==> src/rtl/spike_network.sv <==
// spike_network: round-robin selector that broadcasts one spiking neuron per
// network phase, scanning a shadow copy of the spike vector one lane per cycle.
`default_nettype none

module spike_network #(
  parameter int TEN_DATA_WIDTH  = 2,
  parameter int NUM_NEURON      = 256,
  parameter int NEURON_ID_WIDTH = 8
) (
  input  logic                                      clk,
  input  logic                                      reset,
  input  logic [NUM_NEURON-1:0]                     en_network,
  input  logic [TEN_DATA_WIDTH*NUM_NEURON-1:0]      spike_vec,
  input  logic [NEURON_ID_WIDTH-1:0]                active_neuron,
  output logic [TEN_DATA_WIDTH+NEURON_ID_WIDTH-1:0] spike_in,
  output logic                                      networkDone,
  output logic [15:0]                               flip_count
);

  typedef enum logic [1:0] {
    IDLE = 2'd0,
    SCAN = 2'd1,
    DONE = 2'd2
  } state_t;

  state_t state, state_nx;

  logic [NUM_NEURON-1:0][TEN_DATA_WIDTH-1:0] shadow;
  logic [NEURON_ID_WIDTH-1:0]                n_lat;
  logic [NEURON_ID_WIDTH-1:0]                idx;
  logic [NEURON_ID_WIDTH-1:0]                idx_inc;
  logic [NEURON_ID_WIDTH-1:0]                rr_ptr;
  logic [NEURON_ID_WIDTH-1:0]                scan_cnt;
  logic                                      armed;

  logic [NUM_NEURON-1:0]     lane_active;
  logic                      all_en;
  logic                      trigger;
  logic [TEN_DATA_WIDTH-1:0] code;
  logic                      is_spike;
  logic                      last_lane;

  // Only lanes below active_neuron take part in the trigger handshake.
  always_comb begin
    lane_active = '0;
    for (int i = 0; i < NUM_NEURON; i++) begin
      lane_active[i] = (i < int'(active_neuron));
    end
  end

  assign all_en    = &(en_network | ~lane_active);
  assign trigger   = (state == IDLE) && armed && (active_neuron != '0) && all_en;
  assign code      = shadow[idx];
  assign is_spike  = (code == TEN_DATA_WIDTH'(1)) || (code == TEN_DATA_WIDTH'(2));
  assign idx_inc   = ((idx + 1'b1) == n_lat) ? '0 : idx + 1'b1;
  assign last_lane = (scan_cnt == n_lat - 1'b1);

  always_comb begin
    state_nx = state;
    case (state)
      IDLE:    if (trigger) state_nx = SCAN;
      SCAN:    if (is_spike || last_lane) state_nx = DONE;
      DONE:    state_nx = IDLE;
      default: state_nx = IDLE;
    endcase
  end

  always_ff @(posedge clk) begin
    if (reset) begin
      state       <= IDLE;
      spike_in    <= '0;
      networkDone <= 1'b0;
      flip_count  <= '0;
      rr_ptr      <= '0;
      idx         <= '0;
      scan_cnt    <= '0;
      n_lat       <= '0;
      armed       <= 1'b1;
      shadow      <= '0;
    end else begin
      state       <= state_nx;
      networkDone <= (state_nx == DONE);
      case (state)
        IDLE: begin
          if (trigger) begin
            shadow   <= spike_vec;
            n_lat    <= active_neuron;
            idx      <= (rr_ptr >= active_neuron) ? '0 : rr_ptr;
            scan_cnt <= '0;
            armed    <= 1'b0;
          end else if (!all_en) begin
            // Requests must drop before the next phase can start.
            armed <= 1'b1;
          end
        end
        SCAN: begin
          if (is_spike) begin
            spike_in <= {code, idx};
            rr_ptr   <= idx_inc;
            if (flip_count != 16'hFFFF) flip_count <= flip_count + 16'd1;
          end else if (last_lane) begin
            spike_in <= '0;
          end else begin
            idx      <= idx_inc;
            scan_cnt <= scan_cnt + 1'b1;
          end
        end
        default: ;
      endcase
    end
  end

endmodule

`default_nettype wire

==> config.mk <==
export PLATFORM = sky130hd
export DESIGN_NAME = spike_network
export DESIGN_NICKNAME = d
export VERILOG_FILES = /design/src/rtl/spike_network.sv
export SDC_FILE = /design/constraint.sdc
export NUM_CORES = 1
export LEC_CHECK = 0
export CORE_AREA = 5 5 314 316
export DETAILED_ROUTE_END_ITERATION = 7
export DIE_AREA = 0 0 319 321
export HOLD_SLACK_MARGIN = 0.1
export SLEW_MARGIN = 0
export SYNTH_ARGS = -nofsm -noshare
export SYNTH_HDL_FRONTEND = slang
export SYNTH_SLANG_ARGS = --single-unit
==> constraint.sdc <==
create_clock -name clk -period 5.4 [get_ports clk]
set_clock_uncertainty 0.05 [all_clocks]
set_input_delay 1.35 -clock clk [delete_from_list [all_inputs] [get_ports clk]]
set_output_delay 1.35 -clock clk [all_outputs]
set_load 0.02 [all_outputs]
Word-level counts from Yosys, hierarchy flattened
Cells that the tools add are included.

word-level totals
  logic and storage cells = 574
  bits of input ports = 778
  output and inout bits = 27
  bits in registers = 574

cells by class
  bitwise operators = 2
  mux-type cells = 19
  reductions and logical operators = 16
  $lt $le $gt $ge = 257
  equality and inequality tests = 11
  add/sub/neg operators = 4

operator list
  kind                   count
  $lt 8x8->1 const A     127
  $lt 7x8->1 const A     64
  $lt 6x8->1 const A     32
  $not 255->256          1
  $or 256x256->256       1
  $reduce_and 256->1     1
  $lt 5x8->1 const A     16
  $lt 4x8->1 const A     8
  $mux 8                 8
  $lt 3x8->1 const A     4
  $pmux 8 s2             2
  $mux 10                2
  $add 16x1->16 const B  1
  $add 8x1->8 const B    2
  $bmux 2 s8             1
  $eq 8x8->1             2
  $lt 1x8->1 const A     2
  $lt 2x8->1 const A     2
  $ne 16x16->1 const B   1
  $lt 8x9->1 const B     1
  $ge 8x8->1             1
  $ne 2x2->1 const B     4
  $reduce_and 2->1       4
  $reduce_bool 8->1      1
  12 further kinds       21

Longest topological paths before layout
Gate-level depths: netlist of run 1.

  depth after elaboration = 8
  depth in mapped cells = 21
  gate-level depth less buffers = 17

Worst setup path after synthesis of run 1
Ideal clock, no wire load.

  path kind = register -> register
  start = reg idx[0]
  end = reg flip_count[13]
  setup slack = 0.285 ns
  library setup time = 0.128 ns
  data required time = 5.222 ns
  period minus slack after synthesis = 5.115 ns
  cell stages (with the launch flop) = 21
  arrival = 4.937 ns
  buffers on the path = 4
  path through = dfxtp_1 clkbuf_1 buf_1 clkbuf_1 mux2i_1 o221ai_1 o22ai_1 a21oi_1 mux4_2 mux4_2 inv_1 ha_1 nand2b_1 clkbuf_1 a31oi_1 and3_1 nor2b_1 nor2b_1 nand4_1 xor2_1 nor2_1

on the way
  word-level cells in the longest chain between the ends = 5
  elaborated cells between the ends (all ways) = 6
  classes of those cells = 2 x eq/ne; 2 x mux; 2 x reduce/logical

ends and longest elaborated chain
  item                                             RTL line  RTL
  start: declaration                               30        logic [NEURON_ID_WIDTH-1:0] idx;
  start signal: assignment                         88        idx <= (rr_ptr >= active_neuron) ? '0 : rr_ptr;
  start signal: assignment                         104       idx <= idx_inc;
  $bmux 2 s8 *                                     53        assign code = shadow[idx];
  $mux 2 (implied by the code) *                   53
  $eq 2x1->1 / $eq 2x2->1 (equally long branches)  54        assign is_spike = (code == TEN_DATA_WIDTH'(1)) || (code == TEN_DATA_WIDTH'(2));
  $logic_or 1x1->1 *                               54
  $reduce_and 3->1 (no line) *                     n/a
  end signal: assignment                           100       if (flip_count != 16'hFFFF) flip_count <= flip_count + 16'd1;
  end: declaration                                 17        output logic [15:0] flip_count

Mark *: on every way between the ends. The rest lies on a longest branch, timed or not. The select of a mux whose other input is x is not followed.
A chain may end at the register's enable or synchronous reset.

Worst setup path in the final report of run 1
  start = in active_neuron[4]
  end = reg shadow[75] (netlist bit)

on the way
  word-level cells in the longest chain between the ends = 6
  elaborated cells between the ends (all ways) = 262
  classes of those cells = 255 x order compare; 2 x bitwise; 5 x reduce/logical

ends and longest elaborated chain
  item                                      RTL line  RTL
  start: declaration                        14        input logic [NEURON_ID_WIDTH-1:0] active_neuron,
  $lt 1x8->1, or another cell as far along  47        lane_active[i] = (i < int'(active_neuron));
  $not 255->256                             51        assign all_en = &(en_network | ~lane_active);
  $or 256x256->256                          51
  $reduce_and 256->1                        51
  $logic_and 1x1->1 *                       52        assign trigger = (state == IDLE) && armed && (active_neuron != '0) && all_en;
  $reduce_and 2->1 (no line) *              n/a
  end signal: assignment                    86        shadow <= spike_vec;
  end: declaration                          28        logic [NUM_NEURON-1:0][TEN_DATA_WIDTH-1:0] shadow;

Mark *: on every way between the ends. The rest lies on a longest branch, timed or not.

==> metrics.txt, run 1 <==
clock root buffer=clkbuf_16; clock slew at reported path FFs=60 ps; relative slew slack=27.44%; largest net degree at the start of global routing=148; commonest non-fill, non-tap cell in the layout=clkdlybuf4s50_1; post-route clock period utilization=96.33%; number of routed nets with antenna violations=0; compound-cell area share of the yosys netlist=28.95%; CTS tree=done; clock buffer count from CTS=69; post-synthesis sequential area ratio=39.00%; Post-CTS Setup Inserts=0; CP dominant cell by count=buf_4; Final GP Congestion=0.9573; Max Buffers Root-to-Sink=3; clk sinks=574; Avg WL per Cell=26.14 um; Detailed Route WL=152800 um; Seq pwr share=41.4%; fmax=192.2 MHz; die span in x=319 um; most frequent cells in the layout=802 x clkdlybuf4s50_1, 756 x a21oi_1, 569 x dfxtp_1; Synth Instances=3659; H-tree lvl count=3; max cap viols=0; mux share of post-synthesis cell area=10.24%; worst stage delay on the critical path=560 ps; largest family of logic cells by synthesized area=compound AO/OA/AOI/OAI gates; synthesized area=29460 um2; DR pass1 iterations=6; leakage power=14.14 nW; Top Ports=805; CP endpoint kind=register; Worst Path Class, Setup=primary input to register; pwr dens=235.9 nW/um2; vias=32810; core area=95710 um2; DRC=0; Worst-Skew Late Latency=660 ps; DR iter-0 viols=2657; post-layout net count=5240; Crit path max-delay family=buffers and inverters; Tmin final=5202 ps; xor/xnor cell area share of the yosys netlist=1.130%; vias in the first global route=31800; Buffers on Ports=803; WP data arrival=5630 ps; Cell variety after synth=74; Hold Path Class=register to register; dpl hpwl=117400 um; die area=102400 um2; Slew Limit Fails=0; post-layout util=45.27%; dpl cells=5653; cell-internal power=7.802 mW; fin cells=5846; share of cells above drive strength 1=12.86%; Via density=5.613; Yosys top cell area share=39.00%; CP Data Required Time=5830 ps; Sw Ratio=23.68%; Top FF cell, synth=dfxtp_1; Max IR drop VDD=0.2020 mV; worst-margin pin slew=1088 ps; Synth Register Bits=574; Initial Utilization=30.78%; post-synthesis simple-gate area fraction=13.95%; first-pass GRT wire length=217700 um; Switch Pwr=2.421 mW; aggregate global-route resource usage=28.13%; endpoints failing setup=0; yosys warns=0; synthesis-to-finish area growth=47.08%; Synth Area in Adders=0.7984%; Synthesized Nets=4451; Post-Syn Area per Cell=8.052 um2; number of cell rows=114; status=finished, final reports clean; initial antenna violation count=114; gr ovfl total=0; CP Cell Sequence=clkdlybuf4s50_1, buf_4, buf_4, nor4b_1, buf_4, a211oi_1, or4_1, nor4_1, buf_4, nand4_1, buf_4, or4_4, buf_12, buf_4, o21ai_0, a21oi_1; Crit path buffers/inverters=8; Crit Path Max Fanout=28; Crit-path slowest cell=or4_1; post-synth top area cell=dfxtp_1; logic gate share of total power=10.3%; clock share of power=48.3%; Chip Height=321 um; Hold Violations, Final=0; most area-consuming cells after synthesis=dfxtp_1 39%, a21oi_1 13%, nand3_1 9.1%, o21ai_0 5.9%, mux4_2 5.7%; crit path launch type=primary input; Post-synth EDFFs=0; Synth async-reset ratio=0%
[flip-flops by register name, summed over array words and instances (netlist names)]
| name | count |
|---|---|
| spike_in | 10 |
| rr_ptr | 8 |
| state | 2 |
| networkDone | 1 |
| flip_count | 16 |
| scan_cnt | 8 |
| idx | 8 |
| armed | 1 |
| n_lat | 8 |
| shadow | 512 |
[metrics by stage]
| step | cell area, um2 | hold WS [ps] | setup WS (ps) | total power [mW] | setup TNS (ps) |
|---|---|---|---|---|---|
| global placement | 40760 | 407.5 | -413.5 | 5.367 | -166550 |
| floorplan | 29460 | 400.2 | 285.0 | 4.551 | 0 |
| global route | 43270 | 438.5 | -4.363 | 10.51 | -4.363 |
| CTS | 43140 | 423.5 | 151.5 | 10.31 | 0 |
| detailed placement | 40760 | 415.0 | -391.0 | 5.361 | -157160 |
| finish | 43330 | 422.2 | 198.1 | 10.22 | 0 |
[cell type report]
type / instances / area, um2
timing repair buffer: 1132 / 11290
multi-input combinational: 2651 / 16310
antenna: 67 / 167.7
clock inverter: 32 / 450.4
fill: 9543 / 52380
sequential: 574 / 11510
inverter: 20 / 75.07
tap: 1276 / 1597
clock buffer: 94 / 1932
[worst paths after layout]
kind                     from             end  slack (ps)  depth (start not counted)
max reg2reg            idx[1]  flip_count[14]         280                         14
min               shadow[497]     shadow[497]         420                          2
min reg2reg       shadow[497]     shadow[497]         420                          2
max          active_neuron[4]      shadow[75]         200                         16
[cell usage after synthesis, types with 17 or more instances]
library cell	count
mux2_2	32
o21ai_0	349
nand2_1	66
buf_1	53
a21oi_1	756
dfxtp_1	574
o221ai_1	36
inv_1	19
buf_2	70
a21o_1	17
a22oi_1	22
xor2_1	24
mux4_2	74
nand4_1	17
nor4_1	19
o22ai_1	36
clkbuf_1	281
a31oi_1	18
nand3_1	534
nor2_1	84
o21ai_1	242
mux2i_1	99
nor3_1	23
[worst register-to-register path, stage by stage, from the launching register on]
cell	delay (ps)
dfxtp_4	480
nand2_2	330
o221ai_1	950
o22ai_1	210
a21oi_1	470
mux4_2	330
mux4_2	300
inv_1	60
ha_1	330
nand2b_1	220
a31oi_2	230
nand2_1	190
or3_1	420
or3_1	330
a21oi_1	140
[cells by family (layout without fill, tap and decap cells)]
family                   after synthesis  after routing
XOR/XNOR                              38             38
flip-flops                           574            574
multiplexers                         205            205
AO/OA/AOI/OAI                       1577           1577
AND/OR/NAND/NOR                      811            811
adder cells (fa/ha/maj)               20             20
buffers and inverters                434           1278
other                                  0             67
[routing by layer]
layer	GRT usage (%)	routed length (um)	vias to the layer above
met5	0	333	-
met4	14.90	8009	52
met2	47.79	74390	1215
met3	8.507	11910	353
li1	-	-	15320
met1	31.96	58200	15880
[power by group through the flow]
stage	Combinational, mW	Sequential, mW	Clock (mW)
floorplan	0.223	4.33	0
global placement	1.04	4.33	0
detailed placement	1.04	4.33	0
CTS	1.04	4.23	5.03
global route	1.10	4.23	5.19
finish	1.05	4.23	4.94
[timing repair]
item | in CTS | in global routing
hold buffers | 0 | 0
gates resized for setup | 0 | 6
setup endpoints to repair | 0 | 16
Note: power is estimated with default switching activity, not from simulation.
==> inputs of run 2 (changes only) <==
--- a/config.mk
+++ b/config.mk
@@ -6,6 +6,7 @@
 export NUM_CORES = 1
 export LEC_CHECK = 0
 export CORE_AREA = 5 5 314 316
+export CTS_CLUSTER_DIAMETER = 120
 export DETAILED_ROUTE_END_ITERATION = 7
 export DIE_AREA = 0 0 319 321
 export HOLD_SLACK_MARGIN = 0.1
==> results of run 2 <==
No change in the layout: final DEF, timing and power equal those of run 1.
